**src/rtl/apb_master_pkg.sv**
```systemverilog
// Shared types for the APB command master: FSM state encoding and the
// response record as seen by the bridge's default 8-bit data path.
package apb_master_pkg;

    typedef enum logic [1:0] {
        IDLE   = 2'd0,
        SETUP  = 2'd1,
        ACCESS = 2'd2
    } state_t;

    localparam int RSP_W = 8;

    typedef struct packed {
        logic [RSP_W-1:0] rdata;
        logic             err;
        logic             timeout;
    } rsp_t;

endpackage

```
**src/rtl/apb_cmd_master.sv**
```systemverilog
// APB3 master: takes one valid/ready command at a time, runs the SETUP/ACCESS
// handshake, and parks the outcome in a one-entry response register. Transfers
// whose PREADY wait reaches TIMEOUT cycles are aborted with err+timeout set.
module apb_cmd_master
    import apb_master_pkg::*;
#(
    parameter int WIDTH   = 8,
    parameter int TIMEOUT = 16
) (
    input  logic             PCLK,
    input  logic             reset,
    input  logic             cmd_valid,
    output logic             cmd_ready,
    input  logic             cmd_write,
    input  logic [WIDTH-1:0] cmd_addr,
    input  logic [WIDTH-1:0] cmd_wdata,
    output logic             rsp_valid,
    input  logic             rsp_ready,
    output logic [WIDTH-1:0] rsp_rdata,
    output logic             rsp_err,
    output logic             rsp_timeout,
    output logic             PSEL,
    output logic             PENABLE,
    output logic             PWRITE,
    output logic [WIDTH-1:0] PADDR,
    output logic [WIDTH-1:0] PWDATA,
    input  logic             PREADY,
    input  logic             PSLVERR,
    input  logic [WIDTH-1:0] PRDATA
);

    // Counter must be able to hold TIMEOUT itself; a disabled timeout still
    // needs a 1-bit counter so the logic stays well-formed.
    localparam int CNT_W = (TIMEOUT > 0) ? $clog2(TIMEOUT + 1) : 1;

    state_t           state_q;
    state_t           state_d;
    logic [CNT_W-1:0] wait_q;
    logic [CNT_W:0]   wait_inc;
    logic             accept;
    logic             tmo_hit;
    logic             rsp_load;

    // APB strobes decode straight from state so reset drops them asynchronously
    assign PSEL    = (state_q != IDLE);
    assign PENABLE = (state_q == ACCESS);

    // Handshake and timeout detection; timeout fires when this low-PREADY
    // cycle would bring the wait count up to TIMEOUT
    always_comb begin
        cmd_ready = (state_q == IDLE) && (!rsp_valid || rsp_ready);
        accept    = cmd_valid && cmd_ready;
        wait_inc  = {1'b0, wait_q} + 1'b1;
        tmo_hit   = (TIMEOUT > 0) && (int'(wait_inc) >= TIMEOUT);
    end

    // Next-state logic and response-load strobe
    always_comb begin
        state_d  = state_q;
        rsp_load = 1'b0;
        case (state_q)
            IDLE: begin
                if (accept) state_d = SETUP;
            end
            SETUP: begin
                state_d = ACCESS;
            end
            ACCESS: begin
                if (PREADY || tmo_hit) begin
                    state_d  = IDLE;
                    rsp_load = 1'b1;
                end
            end
            default: state_d = IDLE;
        endcase
    end

    // State register
    always_ff @(posedge PCLK or posedge reset) begin
        if (reset) state_q <= IDLE;
        else       state_q <= state_d;
    end

    // Saturating PREADY wait counter, cleared as the transfer enters SETUP
    always_ff @(posedge PCLK or posedge reset) begin
        if (reset) begin
            wait_q <= '0;
        end else if (accept) begin
            wait_q <= '0;
        end else if (state_q == ACCESS && !PREADY && wait_q != '1) begin
            wait_q <= wait_inc[CNT_W-1:0];
        end
    end

    // APB address/data/direction change only on command accept, so they are
    // stable across SETUP and ACCESS and hold afterwards
    always_ff @(posedge PCLK or posedge reset) begin
        if (reset) begin
            PWRITE <= 1'b0;
            PADDR  <= '0;
            PWDATA <= '0;
        end else if (accept) begin
            PWRITE <= cmd_write;
            PADDR  <= cmd_addr;
            PWDATA <= cmd_wdata;
        end
    end

    // One-entry response buffer; loading only happens in ACCESS, when no
    // command can be accepted, so load and consume never need arbitration
    always_ff @(posedge PCLK or posedge reset) begin
        if (reset) begin
            rsp_valid   <= 1'b0;
            rsp_rdata   <= '0;
            rsp_err     <= 1'b0;
            rsp_timeout <= 1'b0;
        end else if (rsp_load) begin
            rsp_valid <= 1'b1;
            if (PREADY) begin
                rsp_rdata   <= PWRITE ? '0 : PRDATA;
                rsp_err     <= PSLVERR;
                rsp_timeout <= 1'b0;
            end else begin
                rsp_rdata   <= '0;
                rsp_err     <= 1'b1;
                rsp_timeout <= 1'b1;
            end
        end else if (rsp_valid && rsp_ready) begin
            rsp_valid <= 1'b0;
        end
    end

endmodule

```
**config.mk**
```make
export PLATFORM = sky130hd
export DESIGN_NAME = apb_cmd_master
export DESIGN_NICKNAME = d
export VERILOG_FILES = /design/src/rtl/apb_master_pkg.sv /design/src/rtl/apb_cmd_master.sv
export SDC_FILE = /design/constraint.sdc
export NUM_CORES = 1
export LEC_CHECK = 0
export CORE_MARGIN = 10
export CORE_UTILIZATION = 61
export CTS_BUF_LIST = sky130_fd_sc_hd__clkbuf_4 sky130_fd_sc_hd__clkbuf_8 sky130_fd_sc_hd__clkbuf_16
export DETAILED_ROUTE_END_ITERATION = 12
export DONT_BUFFER_PORTS = 1
export PLACE_DENSITY = 0.8
export SETUP_SLACK_MARGIN = 0.2
export SLEW_MARGIN = 20
export SYNTH_ARGS = -nofsm -noshare
export SYNTH_HDL_FRONTEND = slang
export SYNTH_SLANG_ARGS = --single-unit
```
**constraint.sdc**
```tcl
create_clock -name PCLK -period 2.7 [get_ports PCLK]
set_input_delay 0.405 -clock PCLK [delete_from_list [all_inputs] [get_ports PCLK]]
set_output_delay 0.405 -clock PCLK [all_outputs]
set_load 0.02 [all_outputs]
```
==> metrics.md, run 1 <==
| Metric | Value |
|---|---|
| Number of enable flip-flop cells after synthesis | 0 |
| Worst slew slack as a fraction of its limit | 0.328 |
| Overall die area | 0.00485 mm2 |
| Beginning of the worst register-to-register path | wait_q[0] |
| Netlist cell types | 30 |
| Number of routed nets with antenna violations | 0 |
| Number of top-level pins | 62 |
| Largest net degree at the start of global routing | 36 |
| Peak VDD IR | 0.868 mV |
| Routed vias/inst | 6.05 |
| Post-route worst setup slack | 0.573 ns |
| Post-Layout Cell Count | 156 |
| Routed Wire Length | 3150 um |
| Total power of the final layout | 1.99 mW |
| Worst reg-to-reg path cell count | 6 |
| Arrival time at the worst endpoint | 2.36 ns |
| Synthesized net count | 156 |
| Master cell of the clock root buffer | sky130_fd_sc_hd__clkbuf_4 |
| Final Hold Viols | 0 |
| Number of clock buffers inserted by TritonCTS | 5 |
| Sum of overflow across all layers after global routing | 0 |
| Share of cell area taken by muxes after synthesis | 0.127 |
| Site Rows | 17 |
| Floorplan die height | 69.6 um |
| Post-placement worst setup slack | 0.598 ns |
| Clk_lat worst skew | 0.34 ns |
| Synthesized-area fraction occupied by ao, oa, aoi and oai cells | 0.117 |
| Sort of element at the start of the critical path | flop |
| Router iterations before antenna repair | 4 |
| Setup CP Type | reg -> reg |
| Worst slack on hold paths | 0.0372 ns |
| Cells after synthesis | 123 |
| Commonest non-fill, non-tap cell in the layout | sky130_fd_sc_hd__dfrtp_1 |
| Flip-flop and latch area | 876 um2 |
| Largest cells by area after synthesis | sky130_fd_sc_hd__dfrtp_1, sky130_fd_sc_hd__mux2_2, sky130_fd_sc_hd__o21ai_0 |
| Worst-path maximum fanout | 5 |
| Antenna violations before repair | 0 |
| Yosys warns | 0 |
| Initial drt markers | 72 |
| Synth-to-Final Area Change | 6.00% |
| Area occupied by multi-input gates | 562 um2 |
| IO Port Bufs | 0 |
| Placement Cell Area | 0.00153 mm2 |
| Placed insts | 148 |
| Highest-count cells in the layout ignoring fill and taps | sky130_fd_sc_hd__dfrtp_1, sky130_fd_sc_hd__mux2_2, sky130_fd_sc_hd__o21ai_0, sky130_fd_sc_hd__inv_1, sky130_fd_sc_hd__a22oi_1 |
| Area of the core | 0.00228 mm2 |
| Part of the cycle the worst path needs | 0.788 |
| Number of clock sinks | 35 |
| CP Capture Type | flop |
| Antenna Diode Count | 0 |
| Path type of the worst min-delay path | in -> async |
| Post-layout instance area | 0.00159 mm2 |
| Reg-to-reg slack, setup | 0.57 ns |
| Max Transition Viols Final | 0 |
| Fraction of the yosys area taken by sequential cells | 0.583 |
| Run status | completed |
| Pwr dens | 1250 mW/mm2 |
| Dominant register cell in the synthesized netlist | sky130_fd_sc_hd__dfrtp_1 |
| Share of Yosys cell area claimed by the top area cell type | 0.583 |
| Worst Tran Pin Value | 0.998 ns |
| Width of the die | 69.6 um |
| Clock Path Buffers | 2 |
| Number of flip-flops and latches in the synthesized netlist | 35 |
| Arithmetic-cell share of the synthesized area counting full adders, half adders and majority gates | 0.0167 |
| Share of final-layout standard cells stronger than drive strength 1 | 0.250 |
| DR DRC count | 0 |
| Net total in the final layout | 160 |
| Post-CTS Setup Bufs | 0 |
| Maximum achievable frequency | 0.470 GHz |
| Ys async rst share | 1.00 |
| Clock tree from TritonCTS | built |
| Final-report setup violation count | 0 |
| Clock transition at the register clock pins on the worst setup and hold paths after CTS | 0.11 ns |
| GRT Total Usage | 0.132 |
| Number of buffers inserted by hold repair at cts | 0 |
| Max-cap violations | 0 |
| Via count of the first global-routing pass | 986 |
| Final-layout setup total negative slack | 0 ns |
| Basic-gate share of the synthesized area counting and, or, nand and nor cells | 0.113 |
| Critical register-to-register path endpoint | wait_q[2] |
| Main combinational cell family by area after synthesis | multiplexers |
| Routability-driven placement congestion ratio | 0.821 |
| Global-route wire length before repair | 5200 um |
| LEAKAGE | 0.735 nW |
| Setup skew after layout | 0.0121 ns |
| Cells resized by post-CTS repair | 0 |
| Final Core Density | 0.700 |
| Final Critical Period | 2.13 ns |
| Routed length per placed instance | 20.2 um |
| Detailed placement HPWL | 2460 um |
| Xor/xnor share of the synthesized area | 0 |
| Initial core utilization | 0.660 |
| Cell Area, Synth | 0.00150 mm2 |
| Cell type contributing the most total cell area after synthesis | sky130_fd_sc_hd__dfrtp_1 |
| Count of fill cells added during filler insertion | 152 |
| Worst EP required | 2.93 ns |
| Total number of vias | 944 |
| Mean post-synth cell area | 12.2 um2 |
| Startpoint of the worst setup timing path | wait_q[0] |
| Number of levels in the clock H-tree | 2 |
| Unrepaired setup endpoints after global routing | false |
cell families after synthesis:
logic type      after synthesis
mux                          17
simple gates                 26
flops                        35
compound gates               28
buf+inv                      15
fa+ha+maj                     2
worst max-delay path, stage by stage (launching register included):
cell and delay, ns:
sky130_fd_sc_hd__dfrtp_1 0.42, sky130_fd_sc_hd__ha_1 0.24, sky130_fd_sc_hd__and3_1 0.19, sky130_fd_sc_hd__ha_1 0.19, sky130_fd_sc_hd__nor4b_1 0.65, sky130_fd_sc_hd__nor2_1 0.08, sky130_fd_sc_hd__nor4_1 0.27
per-layer routing:
| layer | track usage | share of wire |
|---|---|---|
| met5 | 0 | 0 |
| met2 | 0.203 | 0.47 |
| met4 | 0.0522 | 0.017 |
| met3 | 0.108 | 0.16 |
| met1 | 0.127 | 0.36 |
area by class of cell:
cell class	count	share of cell area
clock buffer	7	0.0369
clock inverter	1	0.00550
inverter	10	0.0236
multi-input combinational	73	0.353
sequential	35	0.550
tap	28	0.0220
timing repair buffer	2	0.00943
worst max path at each step:
| stage | end | slack [ns] | cells past startpoint |
|---|---|---|---|
| 3_3_place_gp | wait_q[2] | 0.70 | 6 |
| 3_5_place_dp | wait_q[2] | 0.60 | 6 |
| 4_1_cts | wait_q[2] | 0.56 | 6 |
| 6_report | wait_q[2] | 0.57 | 6 |
| 2_1_floorplan | wait_q[3] | 0.73 | 6 |
| 5_1_grt | wait_q[2] | 0.31 | 6 |
synth_stat cells (all sizes together) (2+ instances only):
library cell	number
dfrtp	35
mux2	17
o21ai	14
inv	10
a22oi	8
nand2	6
nor2	4
buf	3
a21oi	2
and3	2
clkbuf	2
ha	2
nand2b	2
or3	2
where the power goes:
part	internal (mW)	leakage, nW	switching [mW]
Sequential	0.737	0.414	0.418
Clock	0.139	0.0389	0.166
Combinational	0.279	0.282	0.251
registers in the layout, summed over array words and instances (netlist names):
name / flops
PWRITE: 1
rsp_valid: 1
rsp_timeout: 1
rsp_rdata: 8
PWDATA: 8
PADDR: 8
state_q: 2
rsp_err: 1
wait_q: 5
Power figures use the tool's default switching activity.
==> run 2, diff against run 1 <==
clock period = 2.2 ns   (was 2.7 ns; I/O delays follow)
==> run 2 against run 1 <==
Effect of this change:
- setup slack worse by 0.35 ns
- utilization up 2.6 points
- power up 26%
- hold slack better by 0.084 ns
- cell count up 4.5%
- critical endpoint is now wait_q[3]
- clock power up 19%
- sequential cell count unchanged
- global-route usage up 0.47 points
- first-iteration DRC count down 25%
==> metrics.md, run 2 (synthesis gave the netlist of run 1 again) <==
| Metric | Value |
|---|---|
| Maximum achievable frequency | 0.505 GHz |
| Worst-path maximum fanout | 4 |
| LEAKAGE | 0.754 nW |
| Final-layout setup total negative slack | 0 ns |
| Worst EP required | 2.48 ns |
| Routed vias/inst | 6.14 |
| Setup skew after layout | 0.00787 ns |
| Final-report setup violation count | 0 |
| Clock Path Buffers | 2 |
| IO Port Bufs | 0 |
| Run status | completed |
| Total power of the final layout | 2.50 mW |
| Total number of vias | 1001 |
| Area of the core | 0.00228 mm2 |
| Post-Layout Cell Count | 163 |
| Sort of element at the start of the critical path | flop |
| Unrepaired setup endpoints after global routing | true |
| Setup CP Type | reg -> reg |
| Max-cap violations | 0 |
| Peak VDD IR | 1.19 mV |
| Commonest non-fill, non-tap cell in the layout | sky130_fd_sc_hd__dfrtp_1 |
| Final Hold Viols | 0 |
| Global-route wire length before repair | 5460 um |
| Synth-to-Final Area Change | 9.91% |
| Number of clock buffers inserted by TritonCTS | 5 |
| Routability-driven placement congestion ratio | 0.889 |
| Clock tree from TritonCTS | built |
| Master cell of the clock root buffer | sky130_fd_sc_hd__clkbuf_4 |
| Initial core utilization | 0.660 |
| Highest-count cells in the layout ignoring fill and taps | sky130_fd_sc_hd__dfrtp_1, sky130_fd_sc_hd__mux2_2, sky130_fd_sc_hd__o21ai_0, sky130_fd_sc_hd__inv_1 |
| GRT Total Usage | 0.137 |
| Part of the cycle the worst path needs | 0.900 |
| Antenna Diode Count | 0 |
| Width of the die | 69.6 um |
| DR DRC count | 0 |
| CP Capture Type | flop |
| Sum of overflow across all layers after global routing | 0 |
| Clock transition at the register clock pins on the worst setup and hold paths after CTS | 0.12 ns |
| Site Rows | 17 |
| Detailed placement HPWL | 2530 um |
| Routed Wire Length | 3450 um |
| Placed insts | 150 |
| Overall die area | 0.00485 mm2 |
| Path type of the worst min-delay path | in -> reg |
| Net total in the final layout | 167 |
| Antenna violations before repair | 0 |
| Router iterations before antenna repair | 4 |
| Registers with the highest flip-flop counts | PADDR x8, PWDATA x8, rsp_rdata x8 |
| Largest net degree at the start of global routing | 36 |
| Arrival time at the worst endpoint | 2.26 ns |
| Number of top-level pins | 62 |
| Floorplan die height | 69.6 um |
| Pwr dens | 1520 mW/mm2 |
| Initial drt markers | 54 |
| Number of levels in the clock H-tree | 2 |
| Number of clock sinks | 35 |
| Worst Tran Pin Value | 0.700 ns |
| Number of routed nets with antenna violations | 0 |
| Count of fill cells added during filler insertion | 157 |
| Routed length per placed instance | 21.2 um |
| Worst slew slack as a fraction of its limit | 0.530 |
| Share of final-layout standard cells stronger than drive strength 1 | 0.304 |
| Max Transition Viols Final | 0 |
| Clk_lat worst skew | 0.34 ns |
| Via count of the first global-routing pass | 1080 |
| Final Critical Period | 1.98 ns |
## run 2: final timing paths
kind	slack, ns	to	start	depth (start not counted)
worst min-delay path	0.12	rsp_rdata[6]	PRDATA[6]	2
min in group asynchronous	0.50	PWDATA[6]	reset	3
worst min register to register	0.60	wait_q[4]	wait_q[4]	2
max in group asynchronous	1.40	state_q[0]	reset	3
worst max-delay path	0.22	wait_q[3]	wait_q[0]	6
worst max register to register	0.22	wait_q[3]	wait_q[0]	6
## run 2: worst max-delay path, stage by stage (launching register included)
cell	delay [ns]
sky130_fd_sc_hd__dfrtp_1	0.42
sky130_fd_sc_hd__ha_2	0.19
sky130_fd_sc_hd__and3_1	0.18
sky130_fd_sc_hd__ha_2	0.17
sky130_fd_sc_hd__or4b_4	0.50
sky130_fd_sc_hd__or3_4	0.35
sky130_fd_sc_hd__a21oi_2	0.12
## run 2: repair_timing
item | in CTS | in global routing
pin swaps | 3 | 2
endpoints found under the setup margin | 6 | 1
hold buffers | 1 | 0
endpoints found under the hold margin | 35 | 0
cloned | 0 | 0
resized for setup | 3 | 0
setup buffers | 3 | 1
## run 2: metrics by stage
stage / hold slack, ns / utilization / worst slack [ns] / area, um2
3_5_place_dp: 0.345 / 0.677 / 0.151 / 1540
3_3_place_gp: 0.333 / 0.677 / 0.204 / 1540
4_1_cts: 0.116 / 0.722 / 0.195 / 1640
5_1_grt: 0.0885 / 0.726 / 0.173 / 1650
2_1_floorplan: 0.469 / - / 0.231 / 1500
6_report: 0.121 / 0.726 / 0.220 / 1650
## run 2: area by class of cell
type	instances	area (um2)	area share
clock buffer	5	37.5	0.0227
clock inverter	3	23.8	0.0144
tap	28	35.0	0.0212
inverter	10	37.5	0.0227
multi-input combinational	73	572	0.346
sequential	35	876	0.530
timing repair buffer	9	70.1	0.0424
## run 2: per-layer routing
metal / global-route usage / vias to the layer above / share of wire
li1: - / 451 / -
met5: 0 / - / 0
met3: 0.0842 / 2 / 0.12
met1: 0.138 / 496 / 0.38
met4: 0.0435 / 0 / 0.0055
met2: 0.228 / 52 / 0.50
## run 2: where the power goes
part           switching (mW)  total, mW  internal [mW]  leakage, nW
combinational           0.338      0.722          0.384        0.312
sequential              0.516       1.42          0.903        0.414
clock                   0.235      0.363          0.128       0.0278
total                    1.09       2.50           1.42        0.754
==> run 3, diff against run 2 <==
clock period = 2.05 ns   (was 2.2 ns; I/O delays follow)
==> run 3 against run 2 <==
Effect of this change:
- non-clock buffer count up 6
- largest cell class unchanged
- maximum frequency rose by 0.84%
- critical endpoint unchanged
- first-iteration DRC count up 28%
- via count up 1.5%
==> metrics.md, run 3 (synthesis gave the netlist of run 1 again) <==
| Metric | Value |
|---|---|
| Run status | completed |
| Total power of the final layout | 2.77 mW |
| Max Transition Viols Final | 0 |
| Pwr dens | 1590 mW/mm2 |
| Highest-count cells in the layout ignoring fill and taps | sky130_fd_sc_hd__dfrtp_1, sky130_fd_sc_hd__mux2_2, sky130_fd_sc_hd__buf_4, sky130_fd_sc_hd__o21ai_0, sky130_fd_sc_hd__inv_1 |
| Clock transition at the register clock pins on the worst setup and hold paths after CTS | 0.11 ns |
| Synth-to-Final Area Change | 15.9% |
| Final Critical Period | 1.96 ns |
| Registers with the highest flip-flop counts | PADDR x8, PWDATA x8, rsp_rdata x8 |
| Initial drt markers | 69 |
| Post-Layout Cell Count | 169 |
| Max-cap violations | 0 |
| Worst hold start | PRDATA[1] |
| Placed insts | 151 |
| Number of levels in the clock H-tree | 2 |
| Worst-path maximum fanout | 3 |
| Share of final-layout standard cells stronger than drive strength 1 | 0.376 |
| Routability-driven placement congestion ratio | 0.805 |
| Global-route wire length before repair | 5600 um |
| Maximum achievable frequency | 0.509 GHz |
| Via count of the first global-routing pass | 1061 |
| Commonest non-fill, non-tap cell in the layout | sky130_fd_sc_hd__dfrtp_1 |
| Final-report setup violation count | 0 |
| Number of top-level pins | 62 |
| Antenna Diode Count | 0 |
| Router iterations before antenna repair | 4 |
| DR DRC count | 0 |
| Clock tree from TritonCTS | built |
| Initial core utilization | 0.660 |
| Beginning of the worst register-to-register path | wait_q[1] |
| Number of clock sinks | 35 |
| Final Hold Viols | 0 |
| Net total in the final layout | 173 |
| Final-layout setup total negative slack | 0 ns |
| Setup skew after layout | 0.00644 ns |
| LEAKAGE | 0.790 nW |
| GRT Total Usage | 0.141 |
| Site Rows | 17 |
| CP Capture Type | flop |
| Largest net degree at the start of global routing | 36 |
| Path type of the worst min-delay path | in -> reg |
| Worst Tran Pin Value | 0.424 ns |
| Routed Wire Length | 3550 um |
| Master cell of the clock root buffer | sky130_fd_sc_hd__clkbuf_4 |
| Post-layout instance area | 0.00174 mm2 |
| Antenna violations before repair | 0 |
| Worst EP required | 2.33 ns |
| Clk_lat worst skew | 0.34 ns |
| Sum of overflow across all layers after global routing | 0 |
| Placement Cell Area | 0.00156 mm2 |
| Peak VDD IR | 1.23 mV |
| Worst slew slack as a fraction of its limit | 0.717 |
| Total number of vias | 1016 |
| Area of the core | 0.00228 mm2 |
| Count of fill cells added during filler insertion | 140 |
| Detailed placement HPWL | 2500 um |
| Part of the cycle the worst path needs | 0.958 |
| Number of routed nets with antenna violations | 0 |
| Unrepaired setup endpoints after global routing | true |
| Chain of cells forming the critical path | ha_2 -> and3_4 -> ha_4 -> or4b_4 -> or3_4 -> a21oi_2 |
| Routed vias/inst | 6.01 |
| Routed length per placed instance | 21.0 um |
| Cell type of the slowest stage on the worst timing path | sky130_fd_sc_hd__or4b_4 |
| Setup CP Type | reg -> reg |
| Startpoint of the worst setup timing path | wait_q[1] |
| Width of the die | 69.6 um |
| Clock Path Buffers | 2 |
| Biggest cell delay along the critical path | 0.50 ns |
| Floorplan die height | 69.6 um |
| Overall die area | 0.00485 mm2 |
| Arrival time at the worst endpoint | 2.24 ns |
| Number of clock buffers inserted by TritonCTS | 5 |
| IO Port Bufs | 0 |
| Sort of element at the start of the critical path | flop |
run 3: cell count changes in the layout (fill, tap and decap cells not counted), sizes merged:
cell	before	now
buf	8	14
clkinv	0	1
inv	11	10
run 3: area by class of cell:
| type | instances | area [um2] | share of cell area |
|---|---|---|---|
| Timing Repair Buffer | 15 | 131 | 0.0754 |
| Clock inverter | 3 | 20.0 | 0.0115 |
| Tap cell | 28 | 35.0 | 0.0201 |
| Inverter | 10 | 37.5 | 0.0216 |
| Clock buffer | 5 | 37.5 | 0.0216 |
| Sequential cell | 35 | 877 | 0.504 |
| Multi-Input combinational cell | 73 | 603 | 0.346 |
run 3: power by group:
part	total (mW)	switching, mW	internal, mW
logic	0.883	0.394	0.489
clock network	0.373	0.242	0.131
registers	1.52	0.545	0.971
run 3: critical path: cells and delay by family, from the launching register on:
family / cells / cell delay, ns
AND/OR/NAND/NOR: 3 / 1.03
AO/OA/AOI/OAI: 1 / 0.12
flip-flops: 1 / 0.41
adder cells (fa/ha/maj): 2 / 0.33
run 3: path summary, 6_finish.rpt:
| check | slack (ns) | end | depth (start not counted) |
|---|---|---|---|
| worst max-delay path | 0.09 | wait_q[3] | 6 |
| worst min-delay path | 0.10 | rsp_rdata[1] | 2 |
| worst max register to register | 0.09 | wait_q[3] | 6 |
| worst min register to register | 0.64 | wait_q[4] | 2 |
| max in group asynchronous | 1.23 | state_q[0] | 3 |
| min in group asynchronous | 0.50 | PWDATA[5] | 3 |
run 3: what timing repair did:
item / CTS / global route
endpoints found under the setup margin: 2 / 14
hold buffers: 1 / 0
buffers inserted: 5 / 4
pin swaps: 3 / 3
hold endpoints to repair: 35 / 0
resized for setup: 4 / 10
run 3: layer usage:
layer  GRT usage  share of wire  vias to the layer above
li1            -              -                      463
met1       0.140           0.36                      502
met2       0.235           0.51                       45
met3      0.0927           0.12                        6
met4      0.0391         0.0087                        0
met5           0              0                        -
run 3: through the flow:
stage          hold WS (ns)  setup WS [ns]  utilization
6_report              0.102         0.0867        0.765
5_1_grt              0.0753         0.0441        0.765
4_1_cts              0.0932         0.0477        0.736
3_5_place_dp          0.335       -0.00990        0.686
3_3_place_gp          0.308         0.0618        0.686
2_1_floorplan         0.447         0.0810            -
